### config.mk
export PLATFORM = sky130hd
export DESIGN_NAME = regfile_write_arbiter
export DESIGN_NICKNAME = d
export VERILOG_FILES = /design/src/rtl/regfile_pkg.sv /design/src/rtl/regfile_write_arbiter_rr_picker.sv /design/src/rtl/regfile_write_arbiter.sv
export SDC_FILE = /design/constraint.sdc
export NUM_CORES = 1
export LEC_CHECK = 0
export CAP_MARGIN = 20
export CORE_ASPECT_RATIO = 0.6
export CORE_MARGIN = 3
export CORE_UTILIZATION = 41
export CTS_CLUSTER_SIZE = 25
export DETAILED_ROUTE_END_ITERATION = 8
export PLACE_DENSITY = 0.79
export RECOVER_POWER = 25
export SLEW_MARGIN = 5
export SYNTH_ARGS = -nofsm -noshare
export SYNTH_HDL_FRONTEND = slang
export SYNTH_SLANG_ARGS = --single-unit
export TNS_END_PERCENT = 10
### constraint.sdc
create_clock -name clk -period 3.3 [get_ports clk]
set_input_delay 0.66 -clock clk [delete_from_list [all_inputs] [get_ports clk]]
set_output_delay 0.66 -clock clk [all_outputs]
set_load 0.02 [all_outputs]
### src/rtl/regfile_pkg.sv
// regfile_pkg: register-file geometry shared by the register file
// and its write arbiter.
package regfile_pkg;

    localparam int NUM_REGS   = 4;
    localparam int REG_ADDR_W = 2;
    localparam int REG_DATA_W = 8;

    typedef logic [REG_ADDR_W-1:0] reg_addr_t;
    typedef logic [REG_DATA_W-1:0] reg_data_t;

endpackage

### src/rtl/regfile_write_arbiter_rr_picker.sv
// rr_picker: combinational round-robin pick. Rotates the eligible
// vector to start at ptr, takes the lowest set bit, rotates back.
module rr_picker #(
    parameter int N  = 4,
    parameter int PW = (N > 1) ? $clog2(N) : 1
) (
    input  logic [N-1:0]  eligible,
    input  logic [PW-1:0] ptr,
    output logic [N-1:0]  winner,
    output logic [PW-1:0] win_idx,
    output logic          valid
);

    logic [N-1:0]  rot;
    logic [PW-1:0] pos;
    logic [PW:0]   sum;

    always_comb begin
        rot = N'({eligible, eligible} >> ptr);
        pos = '0;
        for (int i = N - 1; i >= 0; i--) begin
            if (rot[i]) begin
                pos = PW'(i);
            end
        end
        // Map the rotated position back to a requester index, mod N.
        sum = {1'b0, pos} + {1'b0, ptr};
        if (sum >= (PW+1)'(N)) begin
            sum = sum - (PW+1)'(N);
        end
        win_idx = sum[PW-1:0];
        valid   = |rot;
        winner  = '0;
        winner[win_idx] = valid;
    end

endmodule

### src/rtl/regfile_write_arbiter.sv
// regfile_write_arbiter: round-robin owner of the register-file write
// port. Optional grant locking is enabled with REGARB_LOCK_EN.
module regfile_write_arbiter
    import regfile_pkg::*;
#(
    parameter int NUM_REQ = 4,
    parameter int ADDR_W  = REG_ADDR_W,
    parameter int DATA_W  = REG_DATA_W
) (
    input  logic                      clk,
    input  logic                      rst,
    input  logic [NUM_REQ-1:0]        req,
`ifdef REGARB_LOCK_EN
    input  logic [NUM_REQ-1:0]        lock,
`endif
    input  logic [NUM_REQ*ADDR_W-1:0] req_addr,
    input  logic [NUM_REQ*DATA_W-1:0] req_data,
    output logic [NUM_REQ-1:0]        gnt,
    output logic                      write_enable,
    output logic [ADDR_W-1:0]         write_addr_d,
    output logic [DATA_W-1:0]         write_data,
    output logic                      busy
);

    localparam int PW = (NUM_REQ > 1) ? $clog2(NUM_REQ) : 1;
    localparam logic [PW-1:0] LAST = PW'(NUM_REQ - 1);

    logic [PW-1:0]      rr_ptr;
    logic [PW-1:0]      gnt_idx;
    logic [NUM_REQ-1:0] eligible;
    logic [NUM_REQ-1:0] pick_oh;
    logic [PW-1:0]      pick_idx;
    logic               pick_valid;
    logic               lock_hold;
    logic [NUM_REQ-1:0] next_gnt;
    logic [PW-1:0]      next_idx;
    logic [PW-1:0]      next_ptr;
    logic               next_we;

`ifdef REGARB_LOCK_EN
    assign lock_hold = |(gnt & lock & req);
`else
    assign lock_hold = 1'b0;
`endif

    // The current grantee is masked so it yields for a cycle,
    // unless it holds a lock.
    assign eligible = lock_hold ? req : (req & ~gnt);

    rr_picker #(
        .N  (NUM_REQ),
        .PW (PW)
    ) u_pick (
        .eligible (eligible),
        .ptr      (rr_ptr),
        .winner   (pick_oh),
        .win_idx  (pick_idx),
        .valid    (pick_valid)
    );

    always_comb begin
        next_gnt = pick_oh;
        next_idx = pick_idx;
        next_we  = pick_valid;
        next_ptr = (pick_idx == LAST) ? '0 : pick_idx + 1'b1;
        if (lock_hold) begin
            next_gnt = gnt;
            next_idx = gnt_idx;
            next_we  = 1'b1;
            next_ptr = gnt_idx;
        end
    end

    always_ff @(posedge clk or posedge rst) begin
        if (rst) begin
            gnt          <= '0;
            write_enable <= 1'b0;
            write_addr_d <= '0;
            write_data   <= '0;
            rr_ptr       <= '0;
            gnt_idx      <= '0;
        end else begin
            gnt          <= next_gnt;
            write_enable <= next_we;
            if (next_we) begin
                write_addr_d <= req_addr[next_idx*ADDR_W +: ADDR_W];
                write_data   <= req_data[next_idx*DATA_W +: DATA_W];
                rr_ptr       <= next_ptr;
                gnt_idx      <= next_idx;
            end
        end
    end

    assign busy = (|eligible) | write_enable;

endmodule

### Word-level counts from Yosys, hierarchy flattened

Index checks and enable logic that the tools add are counted.

* add/sub/neg operators: 3
* magnitude comparators: 3
* eq/ne operators: 1
* shift-type cells: 3
* multiplexer cells: 8
* bitwise logic cells: 4
* reduce and logical (&&, ||, !) cells: 3

Operator list (count)
* $shiftx 32x6->8: 1
* $mux 2: 6
* $and 4x4->4: 2
* $reduce_or 4->1: 2
* $shiftx 8x4->2: 1
* $shr 8x2->4: 1
* $not 4->4: 1
* $add 2x2->3: 1
* $ge 3x3->1 const B: 1
* $lt 2x3->1 const B: 1
* $add 2x1->2 const B: 1
* $demux 1 s2: 1
* $eq 2x2->1 const B: 1
* $ge 2x1->1 const B: 1
* $sub 2x1->2 const B: 1
* $logic_and 1x1->1: 1
* $mux 1: 1
* $or 1x1->1: 1

* flip-flop bits (word level): 17
* output and inout port bits: 16
* logic and storage cells: 30

### Longest topological paths before layout

* depth after elaboration: 15
* gate-level depth with buffers: 13
* gate-level depth less buffers: 10

### Modules after synthesis

Synthesis repeated with hierarchy kept, for this count alone.

* cell total of the unflattened synthesis: 123
* area total of the unflattened synthesis: 1232.4 µm²

Modules (own cells, without submodules)
* regfile_write_arbiter: instances 1, cells an instance 85, area each 970.9 µm², sequential area each 425.4 µm²
* rr_picker: instances 1, cells an instance 38, area each 261.5 µm², sequential area each 0.0 µm²

### Least setup slack after synthesis

No wires, ideal clock.

* path kind: input -> register
* from: in req[0]
* to: reg rr_ptr[1]
* setup time: 0.125 ns
* data arrival time: 3.136 ns
* required time: 3.175 ns
* setup slack: 0.040 ns
* stages on the path: 12
* cells stage by stage: nor2b_1 buf_4 nand3_1 o311a_1 o21ai_0 ha_1 buf_2 buf_1 o21ai_1 and2_1 ha_1 mux2_2

* longest elaborated chain between the ends: 11

RTL lines
* start, declared: RTL line regfile_write_arbiter.sv:12 `input logic [NUM_REQ-1:0] req,`
* $and 4x4->4 (*): RTL line regfile_write_arbiter.sv:48 `assign eligible = lock_hold ? req : (req & ~gnt);`
* $shr 8x2->4 (*): RTL line regfile_write_arbiter_rr_picker.sv:19 `rot = N'({eligible, eligible} >> ptr);`
* $mux 2 (3 in series): RTL line regfile_write_arbiter_rr_picker.sv:22 `if (rot[i]) begin`
* $mux 2 (*): RTL line regfile_write_arbiter_rr_picker.sv:22
* $add 2x2->3 (*): RTL line regfile_write_arbiter_rr_picker.sv:27 `sum = {1'b0, pos} + {1'b0, ptr};`
* $ge 3x3->1 / $sub 2x1->2 (equally long branches): RTL line regfile_write_arbiter_rr_picker.sv:28, regfile_write_arbiter_rr_picker.sv:29
* $mux 2 (*): RTL line regfile_write_arbiter_rr_picker.sv:28 `if (sum >= (PW+1)'(N)) begin`
* $add 2x1->2 / $eq 2x2->1 (equally long branches): RTL line regfile_write_arbiter.sv:65 `next_ptr = (pick_idx == LAST) ? '0 : pick_idx + 1'b1;`
* $mux 2 (*): RTL line regfile_write_arbiter.sv:65
* named net next_ptr[1]: RTL line regfile_write_arbiter.sv:37 `logic [PW-1:0] next_ptr;`
* end signal, assigned: RTL line regfile_write_arbiter.sv:88 `rr_ptr <= next_ptr;`
* end, declared: RTL line regfile_write_arbiter.sv:28 `logic [PW-1:0] rr_ptr;`

Mark *: on every way through the listed nets, which the timed path passes. The rest lies on a longest branch.
A chain may end at the register's enable or synchronous reset.

### Worst setup path in the final report

* from: in req[0]
* to: reg write_data[7]

* longest elaborated chain between the ends: 10

RTL lines
* $and 4x4->4 (*): RTL line regfile_write_arbiter.sv:48
* $shr 8x2->4 (*): RTL line regfile_write_arbiter_rr_picker.sv:19
* $mux 2 (4 in series): RTL line regfile_write_arbiter_rr_picker.sv:22
* $add 2x2->3: RTL line regfile_write_arbiter_rr_picker.sv:27
* $ge 3x3->1 / $sub 2x1->2 (equally long branches): RTL line regfile_write_arbiter_rr_picker.sv:28, regfile_write_arbiter_rr_picker.sv:29
* $mux 2: RTL line regfile_write_arbiter_rr_picker.sv:28
* $shiftx 32x6->8: RTL line regfile_write_arbiter.sv:87 `write_data <= req_data[next_idx*DATA_W +: DATA_W];`
* end signal, assigned: RTL line regfile_write_arbiter.sv:87
* end, declared: RTL line regfile_write_arbiter.sv:21 `output logic [DATA_W-1:0] write_data,`

Every way passes the cells marked *; elsewhere a longest branch is shown, timed or not.

==> results.toml <==
[clock_tree]
insertion_delay_ps = 260
clockBufferDepth = 2
path_clk_slew_ps = 70
postCtsHoldBufs = 0
cts_made_buffers = 3
numClockSinks = 17
root_buffer = "clkbuf_8"
cts_tree = "yes"
h-tree-depth = 1

[synthesis]
synthFlopType = "dfrtp_1"
synthTopCellsByArea = "dfrtp_1, mux2i_1, o221ai_1"
synth_area_leader_cell = "dfrtp_1"
ys_seq_elements = 17
syn-cell-area_um2 = 1354
seq_area_frac_synth_pct = 31.42
synth_async_sr_flop_share_pct = 100.0
synthCells = 137
yosys.cell_types.count = 43
synth_top_area_share_pct = 31.42
synth_warnings = 0
avgSynthCellArea_um2 = 9.882
synth-edff-count = 0
syn_nets = 186

[critical_path]
end_kind = "register"
worstSetupPathType = "input pin to register"
crit_required_ps = 3420
crit_path_start_kind = "input pin"
cp_max_fo = 22
arrival_ps = 3280
reg2regPathDepth = 9

[detailed_routing]
firstDrtPassIters = 4
drt_wl_total_mm = 4.378
wl_per_cell_um = 17.87
detail-route-antenna-nets = 0
drtIter0Drc = 106
vias = 1455
drc = 0
via_per_inst = 5.939

[run]
max_cap_violations = 0

[sta]
finalSetupViolations = 0
worst_slew_pin_slew_ps = 692.3
clock.fmax_mhz = 316.5
slew_headroom_pct = 53.80
setup_slack_ps = 140.2
slew_violations = 0
hold_viol_final = 0
grt_setup_unrepaired = "no"
period_needed_ps = 3160
hold_ws_ps = 485.8
finClkSkew_ps = 6.296
timing.final.crit_share_pct = 95.75

[final_layout]
final_cells = 245
nFillCells = 228
multi_input_area_um2 = 879.6
final_cell_mix = "clkdlybuf4s50_1, mux2i_1, dfrtp_1, buf_4"
nNetsFinal = 253
seq_area_um2 = 425.4
final_common_cell = "clkdlybuf4s50_1"
n_antenna_cell = 0
drive_above_1_share_pct = 11.82
fin_area_um2 = 2120
syn_to_final_growth_pct = 56.56

[floorplan]
die_y_um = 50.51
core_area_um2 = 3003
fp.dieW_um = 80.19
dieArea_um2 = 4050
num_rows = 15
floorplan.initialDensity_pct = 45.08
io_pins = 62

[placement]
dp.cells = 241
dp_hpwl_mm = 3.487
place_area_um2 = 2064
numPortBuffers = 61
gp_congestion = 0.8178
pre_cts_ws_ps = -214.0

[power]
peakVddDrop_v = 0.0008061
p_leak_uw = 0.0008706
p_per_area_nw_per_um2 = 1105

[worst_hold_path]
hold_depth = 2
hold_path_class = "register to register"

[global_route]
grt_max_degree = 23
antenna_found_initial = 0
grt_util_all_layers_pct = 22.60
grt_pass1_wl_mm = 7.031
grt_pass1_vias = 1447
grt-ovfl-total = 0

[outcome]
status = "finished clean"
cell type report:
type / instances / share of cell area, %
Multi-Input combinational cell: 108 / 41.50
Sequential cell: 17 / 20.07
Timing Repair Buffer: 72 / 33.29
Clock buffer: 3 / 1.948
Tap cell: 42 / 2.479
Clock inverter: 1 / 0.3542
Inverter: 2 / 0.3542
cells in the mapped netlist (all sizes together), types with 2 or more instances:
cell,n
a22oi,8
buf,6
nor2,7
nor2b,7
nand2,4
mux2i,31
a22o,2
ha,3
nand2b,4
o221ai,8
clkbuf,4
a2111oi,2
a21oi,3
inv,2
nor3,3
dfrtp,17
o21ai,6
worst max-delay path: stages:
cell             delay (ps)
clkdlybuf4s50_1         450
nor2b_2                 250
nor3_1                   90
a311oi_1                280
o21ai_0                 180
ha_1                    360
buf_12                  200
mux2i_1                 280
nor2_1                   60
a222oi_1                330
o211ai_1                130
state kept, by name, summed over array words and instances (netlist names):
register and flops:
write_addr_d 2, write_data 8, gnt 4, rr_ptr 2
write_enable 1
metal layers:
metal	GRT usage [%]	wire length (µm)	part of all wire [%]	vias to the layer above
met5	0	0	0	-
met1	29.68	1834	42	719
met2	36.95	2169	50	61
met4	7.865	72	1.6	0
li1	-	-	-	667
met3	4.659	302	6.9	8
metrics by stage:
step / util, % / total power [µW] / setup TNS (ps)
after floorplan: - / 1575 / 0
after global placement: 68.75 / 2074 / 0
after detailed placement: 68.75 / 2161 / -1185
after CTS: 70.38 / 2336 / 0
after global routing: 70.58 / 2513 / 0
final: 70.58 / 2343 / 0
worst paths after layout:
kind	slack, ps	start	endpoint
worst min-delay path	490	write_data[6]	write_data[6]
worst max register to register	490	rr_ptr[0]	write_data[7]
min in group asynchronous	940	rst	gnt[0]
worst min register to register	490	write_data[6]	write_data[6]
max in group asynchronous	1920	rst	write_data[6]
worst max-delay path	140	req[0]	write_data[7]
where the power goes:
group          switching [µW]  internal [µW]
clock network            80.4           85.2
logic                     893            866
registers                96.7            322
cells by family after synthesis:
logic type               synth area share (%)
AO/OA/AOI/OAI                           23.38
adder cells (fa/ha/maj)                 2.773
buffers and inverters                   4.066
flip-flops                              31.42
multiplexers                            24.03
AND/OR/NAND/NOR                         14.33
what timing repair did:
item / 4_1_cts / 5_1_grt
setup endpoints to repair: 0 / 9
endpoints found under the hold margin: 0 / 0
setup buffers: 0 / 0
gates resized for setup: 0 / 3
No activity file was read; power rests on OpenSTA's default activity.
